### config.mk
export PLATFORM = sky130hd
export DESIGN_NAME = uart_axi_debug_flat
export DESIGN_NICKNAME = d
export VERILOG_FILES = /design/src/rtl/uart_axi_debug_pkg.sv /design/src/rtl/uart_axi_debug_if.sv /design/src/rtl/uart_axi_debug_tx_serializer.sv /design/src/rtl/uart_axi_debug.sv /design/src/flat_wrapper.sv
export SDC_FILE = /design/constraint.sdc
export NUM_CORES = 1
export LEC_CHECK = 0
export CAP_MARGIN = 20
export CORE_UTILIZATION = 30
export DETAILED_ROUTE_END_ITERATION = 10
export SETUP_SLACK_MARGIN = 0.15
export SYNTH_ARGS = -nofsm -noshare
export SYNTH_HDL_FRONTEND = slang
export SYNTH_HIERARCHICAL = 1
export SYNTH_SLANG_ARGS = --single-unit
export TNS_END_PERCENT = 50
### constraint.sdc
create_clock -name clk -period 2.3 [get_ports clk]
set_input_delay 0.575 -clock clk [delete_from_list [all_inputs] [get_ports clk]]
set_output_delay 0.575 -clock clk [all_outputs]
set_load 0.01 [all_outputs]
### src/rtl/uart_axi_debug_pkg.sv
// Shared types and sizing helpers for the UART-to-AXI4-Lite debug master.
package uart_axi_debug_pkg;

  typedef enum logic [2:0] {
    RX_CMD,
    RX_DATA,
    AR,
    R,
    AW_W,
    B,
    TX
  } state_e;

  localparam logic [1:0] OKAY   = 2'd0;
  localparam logic [1:0] EXOKAY = 2'd1;
  localparam logic [1:0] SLVERR = 2'd2;
  localparam logic [1:0] DECERR = 2'd3;

  // Header carries the write flag above the address, rounded up to whole bytes.
  function automatic int cmd_bytes(input int addr_w);
    return (addr_w + 8) / 8;
  endfunction

  function automatic int data_bytes(input int data_w);
    return data_w / 8;
  endfunction

endpackage

### src/rtl/uart_axi_debug_if.sv
// AXI4-Lite single-beat channel bundle between the debug master and the interconnect.
interface uart_axi_debug_if #(
  parameter int ADDR_W = 18,
  parameter int DATA_W = 16
);
  logic [ADDR_W-1:0]   ar_addr;
  logic                ar_valid;
  logic                ar_ready;
  logic [DATA_W-1:0]   r_data;
  logic [1:0]          r_resp;
  logic                r_valid;
  logic                r_ready;
  logic [ADDR_W-1:0]   aw_addr;
  logic                aw_valid;
  logic                aw_ready;
  logic [DATA_W-1:0]   w_data;
  logic [DATA_W/8-1:0] w_strb;
  logic                w_valid;
  logic                w_ready;
  logic [1:0]          b_resp;
  logic                b_valid;
  logic                b_ready;

  modport master (
    output ar_addr, ar_valid, r_ready, aw_addr, aw_valid, w_data, w_strb, w_valid, b_ready,
    input  ar_ready, r_data, r_resp, r_valid, aw_ready, w_ready, b_resp, b_valid
  );

  modport slave (
    input  ar_addr, ar_valid, r_ready, aw_addr, aw_valid, w_data, w_strb, w_valid, b_ready,
    output ar_ready, r_data, r_resp, r_valid, aw_ready, w_ready, b_resp, b_valid
  );
endinterface

### src/rtl/uart_axi_debug_tx_serializer.sv
// Loads a reply word and a byte count, then offers the bytes LSB-first on valid/ready.
module uart_tx_serializer #(
  parameter int WORD_W = 24,
  parameter int CNT_W  = 3
) (
  input  logic              clk,
  input  logic              rst_n,
  input  logic              load,
  input  logic [WORD_W-1:0] word,
  input  logic [CNT_W-1:0]  nbytes,
  output logic [7:0]        tx_data,
  output logic              tx_valid,
  input  logic              tx_ready,
  output logic              done
);

  logic [WORD_W-1:0] word_q, word_d;
  logic [CNT_W-1:0]  left_q, left_d;
  logic              valid_q, valid_d;

  always_comb begin
    word_d  = word_q;
    left_d  = left_q;
    valid_d = valid_q;
    done    = 1'b0;
    if (load) begin
      word_d  = word;
      left_d  = nbytes;
      valid_d = (nbytes != '0);
    end else if (valid_q && tx_ready) begin
      word_d  = word_q >> 8;
      left_d  = left_q - 1'b1;
      done    = (left_q == CNT_W'(1));
      valid_d = !done;
    end
  end

  always_ff @(posedge clk or negedge rst_n) begin
    if (!rst_n) begin
      word_q  <= '0;
      left_q  <= '0;
      valid_q <= 1'b0;
    end else begin
      word_q  <= word_d;
      left_q  <= left_d;
      valid_q <= valid_d;
    end
  end

  assign tx_data  = word_q[7:0];
  assign tx_valid = valid_q;

endmodule

### src/rtl/uart_axi_debug.sv
// UART-driven debug master: byte-serial command in, one AXI4-Lite beat out,
// read data / response code returned on the UART TX stream.
//
// state   | meaning
// RX_CMD  | collecting big-endian header bytes (write flag + address)
// RX_DATA | collecting little-endian write payload bytes
// AR      | read address offered, waiting for ar_ready
// R       | r_ready high, waiting for read data
// AW_W    | write address and data offered, each retires on its own handshake
// B       | b_ready high, waiting for write response
// TX      | reply bytes being handed to the UART transmitter
module uart_axi_debug
  import uart_axi_debug_pkg::*;
#(
  parameter int ADDR_W = 18,
  parameter int DATA_W = 16
) (
  input  logic             clk,
  input  logic             rst_n,
  input  logic [7:0]       uart_rx,
  input  logic             uart_rx_valid,
  output logic             uart_rx_ready,
  output logic [7:0]       uart_tx,
  output logic             uart_tx_valid,
  input  logic             uart_tx_ready,
  uart_axi_debug_if.master axi
);

  localparam int CMD_BYTES  = cmd_bytes(ADDR_W);
  localparam int DATA_BYTES = data_bytes(DATA_W);
  localparam int HDR_W      = CMD_BYTES * 8;
  localparam int WORD_W     = DATA_W + 8;
  localparam int CNT_MAX    = (CMD_BYTES > DATA_BYTES + 1) ? CMD_BYTES : DATA_BYTES + 1;
  localparam int CNT_W      = $clog2(CNT_MAX) + 1;

  state_e            state_q, state_d;
  logic [CNT_W-1:0]  cnt_q, cnt_d;
  logic [HDR_W-1:0]  hdr_q, hdr_d;
  logic [ADDR_W-1:0] addr_q, addr_d;
  logic [DATA_W-1:0] data_q, data_d;
  logic              rx_ready_q, rx_ready_d;
  logic              ar_valid_q, ar_valid_d;
  logic              r_ready_q, r_ready_d;
  logic              aw_valid_q, aw_valid_d;
  logic              w_valid_q, w_valid_d;
  logic              b_ready_q, b_ready_d;

  logic              rx_hs;
  logic              ser_load;
  logic [WORD_W-1:0] ser_word;
  logic [CNT_W-1:0]  ser_nbytes;
  logic              ser_done;

  assign rx_hs = uart_rx_valid && rx_ready_q;

  always_comb begin
    state_d    = state_q;
    cnt_d      = cnt_q;
    hdr_d      = hdr_q;
    addr_d     = addr_q;
    data_d     = data_q;
    rx_ready_d = rx_ready_q;
    ar_valid_d = ar_valid_q;
    r_ready_d  = r_ready_q;
    aw_valid_d = aw_valid_q;
    w_valid_d  = w_valid_q;
    b_ready_d  = b_ready_q;
    ser_load   = 1'b0;
    ser_word   = '0;
    ser_nbytes = '0;

    case (state_q)
      RX_CMD: if (rx_hs) begin
        hdr_d = (hdr_q << 8) | HDR_W'(uart_rx);
        cnt_d = cnt_q + 1'b1;
        if (cnt_q == CNT_W'(CMD_BYTES - 1)) begin
          cnt_d  = '0;
          addr_d = hdr_d[ADDR_W-1:0];
          if (hdr_d[HDR_W-1]) begin
            state_d = RX_DATA;
          end else begin
            ar_valid_d = 1'b1;
            rx_ready_d = 1'b0;
            state_d    = AR;
          end
        end
      end
      RX_DATA: if (rx_hs) begin
        // Payload arrives LSB byte first: shift in from the top.
        data_d = (data_q >> 8) | (DATA_W'(uart_rx) << (DATA_W - 8));
        cnt_d  = cnt_q + 1'b1;
        if (cnt_q == CNT_W'(DATA_BYTES - 1)) begin
          cnt_d      = '0;
          rx_ready_d = 1'b0;
          aw_valid_d = 1'b1;
          w_valid_d  = 1'b1;
          state_d    = AW_W;
        end
      end
      AR: if (axi.ar_ready) begin
        ar_valid_d = 1'b0;
        r_ready_d  = 1'b1;
        state_d    = R;
      end
      R: if (axi.r_valid) begin
        r_ready_d  = 1'b0;
        ser_load   = 1'b1;
        ser_word   = {6'b0, axi.r_resp, axi.r_data};
        ser_nbytes = CNT_W'(DATA_BYTES + 1);
        state_d    = TX;
      end
      AW_W: begin
        if (axi.aw_ready) aw_valid_d = 1'b0;
        if (axi.w_ready)  w_valid_d  = 1'b0;
        if (!aw_valid_d && !w_valid_d) begin
          b_ready_d = 1'b1;
          state_d   = B;
        end
      end
      B: if (axi.b_valid) begin
        b_ready_d  = 1'b0;
        ser_load   = 1'b1;
        ser_word   = WORD_W'({6'b0, axi.b_resp});
        ser_nbytes = CNT_W'(1);
        state_d    = TX;
      end
      TX: if (ser_done) begin
        rx_ready_d = 1'b1;
        state_d    = RX_CMD;
      end
      default: state_d = RX_CMD;
    endcase
  end

  always_ff @(posedge clk or negedge rst_n) begin
    if (!rst_n) begin
      state_q    <= RX_CMD;
      cnt_q      <= '0;
      hdr_q      <= '0;
      addr_q     <= '0;
      data_q     <= '0;
      rx_ready_q <= 1'b1;
      ar_valid_q <= 1'b0;
      r_ready_q  <= 1'b0;
      aw_valid_q <= 1'b0;
      w_valid_q  <= 1'b0;
      b_ready_q  <= 1'b0;
    end else begin
      state_q    <= state_d;
      cnt_q      <= cnt_d;
      hdr_q      <= hdr_d;
      addr_q     <= addr_d;
      data_q     <= data_d;
      rx_ready_q <= rx_ready_d;
      ar_valid_q <= ar_valid_d;
      r_ready_q  <= r_ready_d;
      aw_valid_q <= aw_valid_d;
      w_valid_q  <= w_valid_d;
      b_ready_q  <= b_ready_d;
    end
  end

  uart_tx_serializer #(
    .WORD_W(WORD_W),
    .CNT_W (CNT_W)
  ) u_tx_ser (
    .clk     (clk),
    .rst_n   (rst_n),
    .load    (ser_load),
    .word    (ser_word),
    .nbytes  (ser_nbytes),
    .tx_data (uart_tx),
    .tx_valid(uart_tx_valid),
    .tx_ready(uart_tx_ready),
    .done    (ser_done)
  );

  assign uart_rx_ready = rx_ready_q;
  assign axi.ar_addr   = addr_q;
  assign axi.ar_valid  = ar_valid_q;
  assign axi.r_ready   = r_ready_q;
  assign axi.aw_addr   = addr_q;
  assign axi.aw_valid  = aw_valid_q;
  assign axi.w_data    = data_q;
  assign axi.w_strb    = '1;
  assign axi.w_valid   = w_valid_q;
  assign axi.b_ready   = b_ready_q;

endmodule

### src/flat_wrapper.sv
// flat-port wrapper written by rule: the top's interface ports become plain ports
module uart_axi_debug_flat import uart_axi_debug_pkg::*;
#(
  parameter int ADDR_W = 18,
  parameter int DATA_W = 16
)
  (clk, rst_n, uart_rx, uart_rx_valid, uart_rx_ready, uart_tx, uart_tx_valid, uart_tx_ready, axi_ar_addr, axi_ar_valid, axi_r_ready, axi_aw_addr, axi_aw_valid, axi_w_data, axi_w_strb, axi_w_valid, axi_b_ready, axi_ar_ready, axi_r_data, axi_r_resp, axi_r_valid, axi_aw_ready, axi_w_ready, axi_b_resp, axi_b_valid);
  uart_axi_debug_if #(.ADDR_W(ADDR_W), .DATA_W(DATA_W)) axi_i ();
  input  logic clk;
  input  logic rst_n;
  input  logic [7:0] uart_rx;
  input  logic uart_rx_valid;
  output logic uart_rx_ready;
  output logic [7:0] uart_tx;
  output logic uart_tx_valid;
  input  logic uart_tx_ready;
  output wire logic [$bits(axi_i.ar_addr)-1:0] axi_ar_addr;
  output wire logic [$bits(axi_i.ar_valid)-1:0] axi_ar_valid;
  output wire logic [$bits(axi_i.r_ready)-1:0] axi_r_ready;
  output wire logic [$bits(axi_i.aw_addr)-1:0] axi_aw_addr;
  output wire logic [$bits(axi_i.aw_valid)-1:0] axi_aw_valid;
  output wire logic [$bits(axi_i.w_data)-1:0] axi_w_data;
  output wire logic [$bits(axi_i.w_strb)-1:0] axi_w_strb;
  output wire logic [$bits(axi_i.w_valid)-1:0] axi_w_valid;
  output wire logic [$bits(axi_i.b_ready)-1:0] axi_b_ready;
  input wire logic [$bits(axi_i.ar_ready)-1:0] axi_ar_ready;
  input wire logic [$bits(axi_i.r_data)-1:0] axi_r_data;
  input wire logic [$bits(axi_i.r_resp)-1:0] axi_r_resp;
  input wire logic [$bits(axi_i.r_valid)-1:0] axi_r_valid;
  input wire logic [$bits(axi_i.aw_ready)-1:0] axi_aw_ready;
  input wire logic [$bits(axi_i.w_ready)-1:0] axi_w_ready;
  input wire logic [$bits(axi_i.b_resp)-1:0] axi_b_resp;
  input wire logic [$bits(axi_i.b_valid)-1:0] axi_b_valid;
  assign axi_ar_addr = axi_i.ar_addr;
  assign axi_ar_valid = axi_i.ar_valid;
  assign axi_r_ready = axi_i.r_ready;
  assign axi_aw_addr = axi_i.aw_addr;
  assign axi_aw_valid = axi_i.aw_valid;
  assign axi_w_data = axi_i.w_data;
  assign axi_w_strb = axi_i.w_strb;
  assign axi_w_valid = axi_i.w_valid;
  assign axi_b_ready = axi_i.b_ready;
  assign axi_i.ar_ready = axi_ar_ready;
  assign axi_i.r_data = axi_r_data;
  assign axi_i.r_resp = axi_r_resp;
  assign axi_i.r_valid = axi_r_valid;
  assign axi_i.aw_ready = axi_aw_ready;
  assign axi_i.w_ready = axi_w_ready;
  assign axi_i.b_resp = axi_b_resp;
  assign axi_i.b_valid = axi_b_valid;
  uart_axi_debug #(.ADDR_W(ADDR_W), .DATA_W(DATA_W)) u_core (.clk(clk), .rst_n(rst_n), .uart_rx(uart_rx), .uart_rx_valid(uart_rx_valid), .uart_rx_ready(uart_rx_ready), .uart_tx(uart_tx), .uart_tx_valid(uart_tx_valid), .uart_tx_ready(uart_tx_ready), .axi(axi_i));
endmodule
# Yosys cells after proc, flatten, opt, wreduce, memory -nomap -nowiden
# Index checks and enable logic that the tools add are counted.
# Widths: inputs -> output; s select.
# op_classes
n_addsub,2
n_mul,0
div_mod_pow,0
magnitude_cmp,0
n_eq_ne,19
shift,0
mux,59
bitwise_logic,2
reduce_logical,25
# op_table
cell,count
$mux 24,2
$pmux 24 s2,1
$mux 3,15
$mux 1,27
$or 24x8->24,1
$pmux 3 s7,1
$mux 18,1
$or 8x16->16,1
$reduce_and 3->1,5
$ne 2x1->1 const B,6
$pmux 1 s2,6
$pmux 3 s2,2
$reduce_bool 2->1,6
$eq 3x1->1 const B,3
$eq 3x2->1 const B,3
$eq 3x3->1 const B,3
$reduce_and 9->1,1
$ne 2x2->1 const B,4
$reduce_and 7->1,1
$mux 2,3
$reduce_bool 3->1,2
$reduce_and 5->1,1
$reduce_and 2->1,2
$add 3x1->3 const B,1
other kinds (5),9
# word_totals
ff_bits,90
latchBits,0
ram_bits,0
romBits,0
input_bits,37
output_inout_bits,69
word_cells,121
mem_count,0

# Depth between registers and ports, before layout
# Gate-level depths: netlist of the first run.
# logic_depth
ltp_word,6
ltp_mapped,10
ltp_nobuf,8

# Hierarchy
# The synthesis of the first run kept the hierarchy.
# by_module_without_submodules
module,n_inst,cells_each,area_each_um2,seq_area_each_um2
uart_axi_debug,1,224,2718.9,1427.6
uart_tx_serializer,1,138,1411.4,700.7

# Worst setup path after synthesis of the first run
# Ideal clock, no wire load.
# synth_timing
kind,register to register
startpoint,reg u_core.state_q[1]
endpoint,reg u_core.state_q[1]
setup_time_ns,0.121
arrival_time_ns,2.031
t_required_ns,2.179
slack_ns,0.148
stages_incl_launch_ff,10
path_buffers,1
period_less_slack_ns,2.152
cell_sequence,dfrtp_1 -> nand3b_1 -> or2_2 -> nand2_1 -> buf_2 -> nor4b_4 -> nand2b_1 -> o32a_1 -> o211a_1 -> a22o_1
# synth_between
elab_chain_len,5
word_cells_on_any_way,20
classes_between,eq/ne (15); mux (3); reduce/logical (2)
# synth_lines
element,line_no,text
start: declaration,uart_axi_debug.sv:36,"state_e state_q, state_d;"
start signal: assignment,uart_axi_debug.sv:149,state_q <= state_d;
$eq 3x3->1 / $eq 3x2->1 (equally long branches),uart_axi_debug.sv:72,case (state_q)
$pmux 1 s2 (*),uart_axi_debug.sv:72,
via u_core.ser_load,uart_axi_debug.sv:49,logic ser_load;
$mux 1 (*),uart_axi_debug_tx_serializer.sv:26,if (load) begin
via u_core.ser_done,uart_axi_debug.sv:52,logic ser_done;
$ne 2x1->1 (no line) (*),n/a,
$reduce_and 9->1 (no line) (*),n/a,
# The timed path passes the listed nets; every way through them passes the cells marked *.
# A chain may end at the register's enable or synchronous reset.

# Worst setup path after layout of the first run
# layout_timing
startpoint,reg u_core.state_q[2]
endpoint,reg u_core.state_q[1]
# The elaborated chain is that of the path after synthesis.

==> flow_metrics.tcl, run 1 <==
set metrics [dict create \
    core_area_sq_um 13350 \
    fin_area_sq_um 5597 \
    max_cap_violations 0 \
    final_common_cell "clkdlybuf4s50_1" \
    clk_path_buf_depth 2 \
    grt_max_degree 59 \
    crit_chain "nand3b_1 -> or2_2 -> nand2_2 -> nor4b_4 -> nand2b_4 -> o32a_1 -> o211a_1 -> a22o_1" \
    setup_viol 0 \
    synth_area_per_cell_sq_um 11.41 \
    areaGrowthSynthToFinish_pct 35.50 \
    r2r_start "u_core/state_q[2]" \
    post-place-ws_ns -0.2055 \
    cts.root.buffer_cell "clkbuf_16" \
    netlist_area_sq_um 4130 \
    period_needed_ns 2.045 \
    layout_common_cells "101 x clkdlybuf4s50_1, 84 x dfrtp_1, 44 x mux2_2, 43 x nand2_1" \
    numCtsBuffers 9 \
    worst_setup_path_start_kind "flip-flop" \
    relSlewSlack_pct 66.33 \
    cts_sinks 85 \
    crit_required_ns 2.53 \
    drc 0 \
    fp-row-count 42 \
    synth_edf_count 0 \
    critPathArrivalTime_ns 2.28 \
    fin_nets 494 \
    placed_area_sq_um 5253 \
    htreeDepth 3 \
    clk_latency_ns 0.34 \
    yosys-top-cells-area "dfrtp_1 51%, mux2_2 12%, buf_4 5.6%, nand2_1 4.0%, mux2i_1 3.9%" \
    path_clk_slew_ns 0.06 \
    hold-worst-slack_ns 0.09617 \
    drtPass1Iterations 4 \
    antenna_found_initial 0 \
    via_count 2895 \
    viasPerCell 4.552 \
    finClkSkew_ns 0.008418 \
    maxSlewViolCount 0 \
    grt.overflow.total 0 \
    synthDistinctLibCells 47 \
    status "complete, no violations" \
    die_h_microns 119.3 \
    cts_hold_buffers 0 \
    grt_pass1_vias 2963 \
    port_buffers 103 \
    crit_slowest_cell "dfrtp_1" \
    critPathCaptureType "flip-flop" \
    reg2reg_to "u_core/state_q[1]" \
    r2r_setup_slack_ns 0.25 \
    ys_seq_area_share_pct 51.53 \
    yosysWarnings 6 \
    die_area_sq_um 14240 \
    ir_worst_vdd_mv 0.4101 \
    wl_per_cell_microns 13.74 \
    critPathMaxStageDelay_ns 0.46 \
    dp_hpwl_microns 5831 \
    gp_congestion 0.7897 \
    cts_tree "yes" \
    antenna_left 0 \
    power_density_nw_per_um2 669.5 \
    synthCells 362 \
    first_iter_violations 118 \
    path_class "reg2reg" \
    finalWirelength_microns 8740 \
    p_leak_nw 2.580 \
    worst_pin_slew_ns 0.5051 \
    rsz0062_at_grt "false" \
    synthArstFlopShare_pct 100.0 \
    ys.flop_type "dfrtp_1" \
    drive_gt1_share_pct 19.35 \
    synth_top_area_share_pct 50.89 \
    max_freq_ghz 0.4889 \
    hp-class "in2async" \
    fillers 1302 \
    synth_top_cell_by_area "dfrtp_1" \
    fin_ws_ns 0.2546 \
    diodes 0 \
    ff2ff_path_depth 8 \
    yosys_register_bits 85 \
    fin_util_pct 41.93 \
    fin_crit_sh_pct 88.93 \
    io_pins 106 \
    worstPathMaxFanout 7 \
    grt.total_usage_pct 12.94 \
    start_util_pct 30.94 \
    grt_pass1_wl_microns 14460 \
    hold_violations 0 \
    die-width_microns 119.3 \
]
[worst max-delay path, delay by kind of cell, from the launching register on]
| family | cells | cell delay, ns |
|---|---|---|
| and+or+nand+nor | 5 | 0.84 |
| AOI/OAI and AO/OA | 3 | 0.63 |
| DFF | 1 | 0.46 |
[stage by stage]
stage | setup TNS, ns | total power, W | cells
after detailed placement | -0.5012 | 0.002186 | 620
after CTS | 0 | 0.003817 | 636
after floorplan | 0 | 0.002020 | 370
final | 0 | 0.003747 | 636
after global routing | 0 | 0.003925 | 636
after global placement | -0.3182 | 0.002167 | 620
[final cells by class]
type	count	area (sq um)	area share, %
inverter	7	26.28	0.4695
timing repair buffer	122	1224	21.86
multi-input combinational	230	1665	29.76
clock buffer	10	239.0	4.270
sequential	85	2128	38.03
clock inverter	6	93.84	1.677
tap	176	220.2	3.935
[synth_stat cells (2+ instances only)]
library cell and count:
a22o_1 3, nand2_1 44, buf_2 7, buf_4 31
mux2_2 44, a2bb2oi_1 2, dfrtp_1 84, nand3_1 4
o21ai_0 14, nand2b_1 3, o21ai_1 18, nor2b_1 3
ha_1 2, conb_1 2, o31ai_1 3, or3b_1 2
a311oi_1 2, nor2_1 5, inv_1 7, a21o_1 3
mux2i_1 16, nand3b_1 3, buf_12 2, and2_1 18
buf_6 3, nor3_1 2, xnor2_1 2, a21oi_1 6
clkbuf_1 5, a31oi_1 4, nor3b_1 2
[kinds of logic (layout without fill, tap and decap cells)]
family | Yosys count | in the layout | share of synthesized area (%)
simple gates | 93 | 93 | 12.33
flops | 85 | 85 | 51.53
other cells | 2 | 10 | 0.1818
buf+inv | 55 | 145 | 9.361
fa+ha+maj | 2 | 2 | 0.6058
compound gates | 61 | 61 | 9.210
mux | 61 | 61 | 16.15
xor+xnor | 3 | 3 | 0.6363
[power breakdown]
part	internal, W	switching, W
clock	0.000988	0.000610
sequential	0.00161	0.0000767
combinational	0.000258	0.000203
[worst max path at each step]
stage	from	slack (ns)	endpoint
finish	u_core/state_q[2]	0.25	u_core/state_q[1]
global route	u_core/state_q[2]	0.17	u_core/state_q[1]
CTS	axi_b_valid	0.18	u_core/state_q[1]
detailed placement	axi_b_valid	-0.21	u_core/state_q[1]
global placement	axi_b_valid	-0.15	u_core/state_q[1]
floorplan	u_core/state_q[1]	0.19	u_core/state_q[1]
[timing repair]
| item | in CTS | in global routing |
|---|---|---|
| buffers inserted | 0 | 0 |
| setup endpoints to repair | 1 | 2 |
| gates resized for setup | 1 | 2 |
| pin swaps | 0 | 1 |
| hold endpoints to repair | 0 | 0 |
| cloned | 0 | 0 |
[state kept, by name (all words and copies together), names as in the netlist]
signal and flops:
u_core/u_tx_ser/word_q 24, u_core/axi.ar_addr 18, u_core/axi.w_data 16, u_core/hdr_q 11
u_core/cnt_q 3, u_core/state_q 3, u_core/u_tx_ser/left_q 3, u_core/axi.ar_valid 1
u_core/axi.aw_valid 1, u_core/axi.b_ready 1, u_core/axi.r_ready 1, u_core/axi.w_valid 1
u_core/u_tx_ser/tx_valid 1, u_core/uart_rx_ready 1
[per-layer routing]
metal | up-vias | share of wire [%] | global-route usage, %
met2 | 92 | 46 | 20.20
li1 | 1397 | - | -
met1 | 1396 | 45 | 15.95
met5 | - | 0 | 0
met3 | 10 | 8.1 | 5.268
met4 | 0 | 1.3 | 4.922
No activity file was read; power rests on OpenSTA's default activity.
==> run 2: changes to the inputs <==
Settings changed: CORE_MARGIN from default to 2, SKIP_CTS_REPAIR_TIMING from default to 1.
==> run 2 against run 1 <==
  * Critical path type is now reg2out
  * Sequential power about the same
  * First-iteration DRC count rose by 31%
  * Non-clock buffer count unchanged
  * Maximum frequency down 0.18%
  * Worst setup slack worse by 0.0036 ns
  * Via count is 0.90% higher
==> flow_metrics.tcl, run 2 (synthesis gave the netlist of run 1 again) <==
set metrics [dict create \
    worstPathMaxFanout 6 \
    path_class "reg2out" \
    dp_hpwl_microns 6069 \
    grt_pass1_vias 2942 \
    start_util_pct 30.94 \
    p_total_w 0.003538 \
    p_seq_share_pct 47.9 \
    ir_worst_vdd_mv 0.2601 \
    die_h_microns 121.3 \
    drc 0 \
    status "complete, no violations" \
    max_cap_violations 0 \
    max_freq_ghz 0.4881 \
    layout_common_cells "101 x clkdlybuf4s50_1, 84 x dfrtp_1, 44 x mux2_2, 43 x nand2_1" \
    finalWirelength_microns 9041 \
    dp.cells 620 \
    grt.total_usage_pct 12.76 \
    finalNonFillerCells 636 \
    combPwrFrac_pct 12.9 \
    fin_nets 494 \
    grt_pass1_wl_microns 14690 \
    rsz0062_at_grt "false" \
    clk_path_buf_depth 2 \
    multi_input_comb_area_sq_um 1657 \
    areaGrowthSynthToFinish_pct 34.14 \
    internal-power_w 0.002642 \
    diodes 0 \
    final_common_cell "clkdlybuf4s50_1" \
    setup_viol 0 \
    worst_setup_path_start_kind "flip-flop" \
    post-place-ws_ns -0.1919 \
    io_pins 106 \
    power_density_nw_per_um2 638.6 \
    critPathArrivalTime_ns 1.47 \
    hold-worst-slack_ns 0.1444 \
    p_leak_nw 2.563 \
    finClkSkew_ns 0.009097 \
    antenna_left 0 \
    numCtsBuffers 9 \
    largest_reg_flops 24 \
    die-width_microns 121.3 \
    period_needed_ns 2.049 \
    cts.root.buffer_cell "clkbuf_16" \
    switching_share_pct 25.33 \
    drtPass1Iterations 4 \
    power_switching_w 0.0008964 \
    die_area_sq_um 14720 \
    maxSlewViolCount 0 \
    crit_chain "clkdlybuf4s50_1" \
    worst_pin_slew_ns 0.5084 \
    port_buffers 103 \
    gp_congestion 0.7534 \
    fillers 1305 \
    grt_max_degree 59 \
    cts_sinks 85 \
    hold_violations 0 \
    antenna_found_initial 0 \
    crit_required_ns 1.73 \
    crit_slowest_cell "clkdlybuf4s50_1" \
    fp-row-count 42 \
    fin_crit_sh_pct 89.08 \
    drive_gt1_share_pct 19.13 \
    fin_ws_ns 0.2511 \
    hp-class "in2async" \
    first_iter_violations 154 \
    path_delay_family "buffers and inverters" \
    cts_tree "yes" \
    critPathCaptureType "output pin" \
    pwr-share-clk_pct 39.2 \
    relSlewSlack_pct 66.11 \
    grt.overflow.total 0 \
    path_clk_slew_ns 0.06 \
    core_area_sq_um 13350 \
    ff_latch_area_sq_um 2128 \
    wl_per_cell_microns 14.22 \
    path_buf_inv 1 \
    htreeDepth 3 \
    via_count 2921 \
    viasPerCell 4.593 \
    clk_latency_ns 0.34 \
    critPathMaxStageDelay_ns 0.60 \
    regMostFlops "u_core/u_tx_ser/word_q" \
]
[run 2: cell types whose count changed in the layout (fill, tap and decap cells not counted), sizes merged]
| cell | before | now |
|---|---|---|
| clkbuf | 10 | 11 |
| clkinv | 0 | 2 |
| inv | 8 | 9 |
| clkinvlp | 3 | 1 |
| bufinv | 2 | 0 |
[run 2: cell type report]
| class | count | area share (%) |
|---|---|---|
| inverters | 7 | 0.4743 |
| well taps | 176 | 3.975 |
| clock buffers | 11 | 4.381 |
| clock inverters | 5 | 0.7678 |
| repair buffers | 122 | 22.09 |
| flip-flops and latches | 85 | 38.41 |
| multi-input cells | 230 | 29.90 |
[run 2: final timing paths]
path,end,slack [ns],cells past startpoint,startpoint
min reg2reg,u_core/axi.b_ready,0.49,2,u_core/axi.b_ready
min,u_core/u_tx_ser/left_q[2],0.14,1,rst_n
max reg2reg,u_core/state_q[1],0.31,8,u_core/state_q[2]
min in group clk,u_core/axi.b_ready,0.49,2,u_core/axi.b_ready
max in group asynchronous,u_core/axi.w_data[9],1.50,2,rst_n
max,uart_tx_valid,0.25,1,u_core/u_tx_ser/tx_valid
[run 2: power groups by stage]
stage / Clock (W) / Sequential, W / Combinational, W
floorplan: 0 / 0.00169 / 0.000327
global placement: 0 / 0.00171 / 0.000454
detailed placement: 0 / 0.00172 / 0.000461
CTS: 0.00143 / 0.00170 / 0.000465
global route: 0.00150 / 0.00171 / 0.000519
finish: 0.00139 / 0.00169 / 0.000455
[run 2: metal layers]
layer | part of all wire, % | global-route usage, % | vias up | wire length, microns
met3 | 7.7 | 4.182 | 11 | 695
met5 | 0 | 0 | - | 0
met1 | 47 | 17.36 | 1408 | 4274
li1 | - | - | 1403 | -
met4 | 1.8 | 6.034 | 0 | 163
met2 | 43 | 18.26 | 99 | 3907
[run 2: stage by stage]
stage	utilization [%]	setup TNS (ns)	cell area [sq um]
2_1_floorplan	-	0	4163
3_3_place_gp	39.29	-0.3128	5244
3_5_place_dp	39.29	-0.5671	5244
4_1_cts	41.42	0	5529
5_1_grt	41.51	0	5540
6_report	41.51	0	5540
==> run 3: changes to the inputs <==
Settings changed: SLEW_MARGIN from default to 15.
==> results of run 3 <==
Final layout, timing and power as in run 2 (identical DEF).
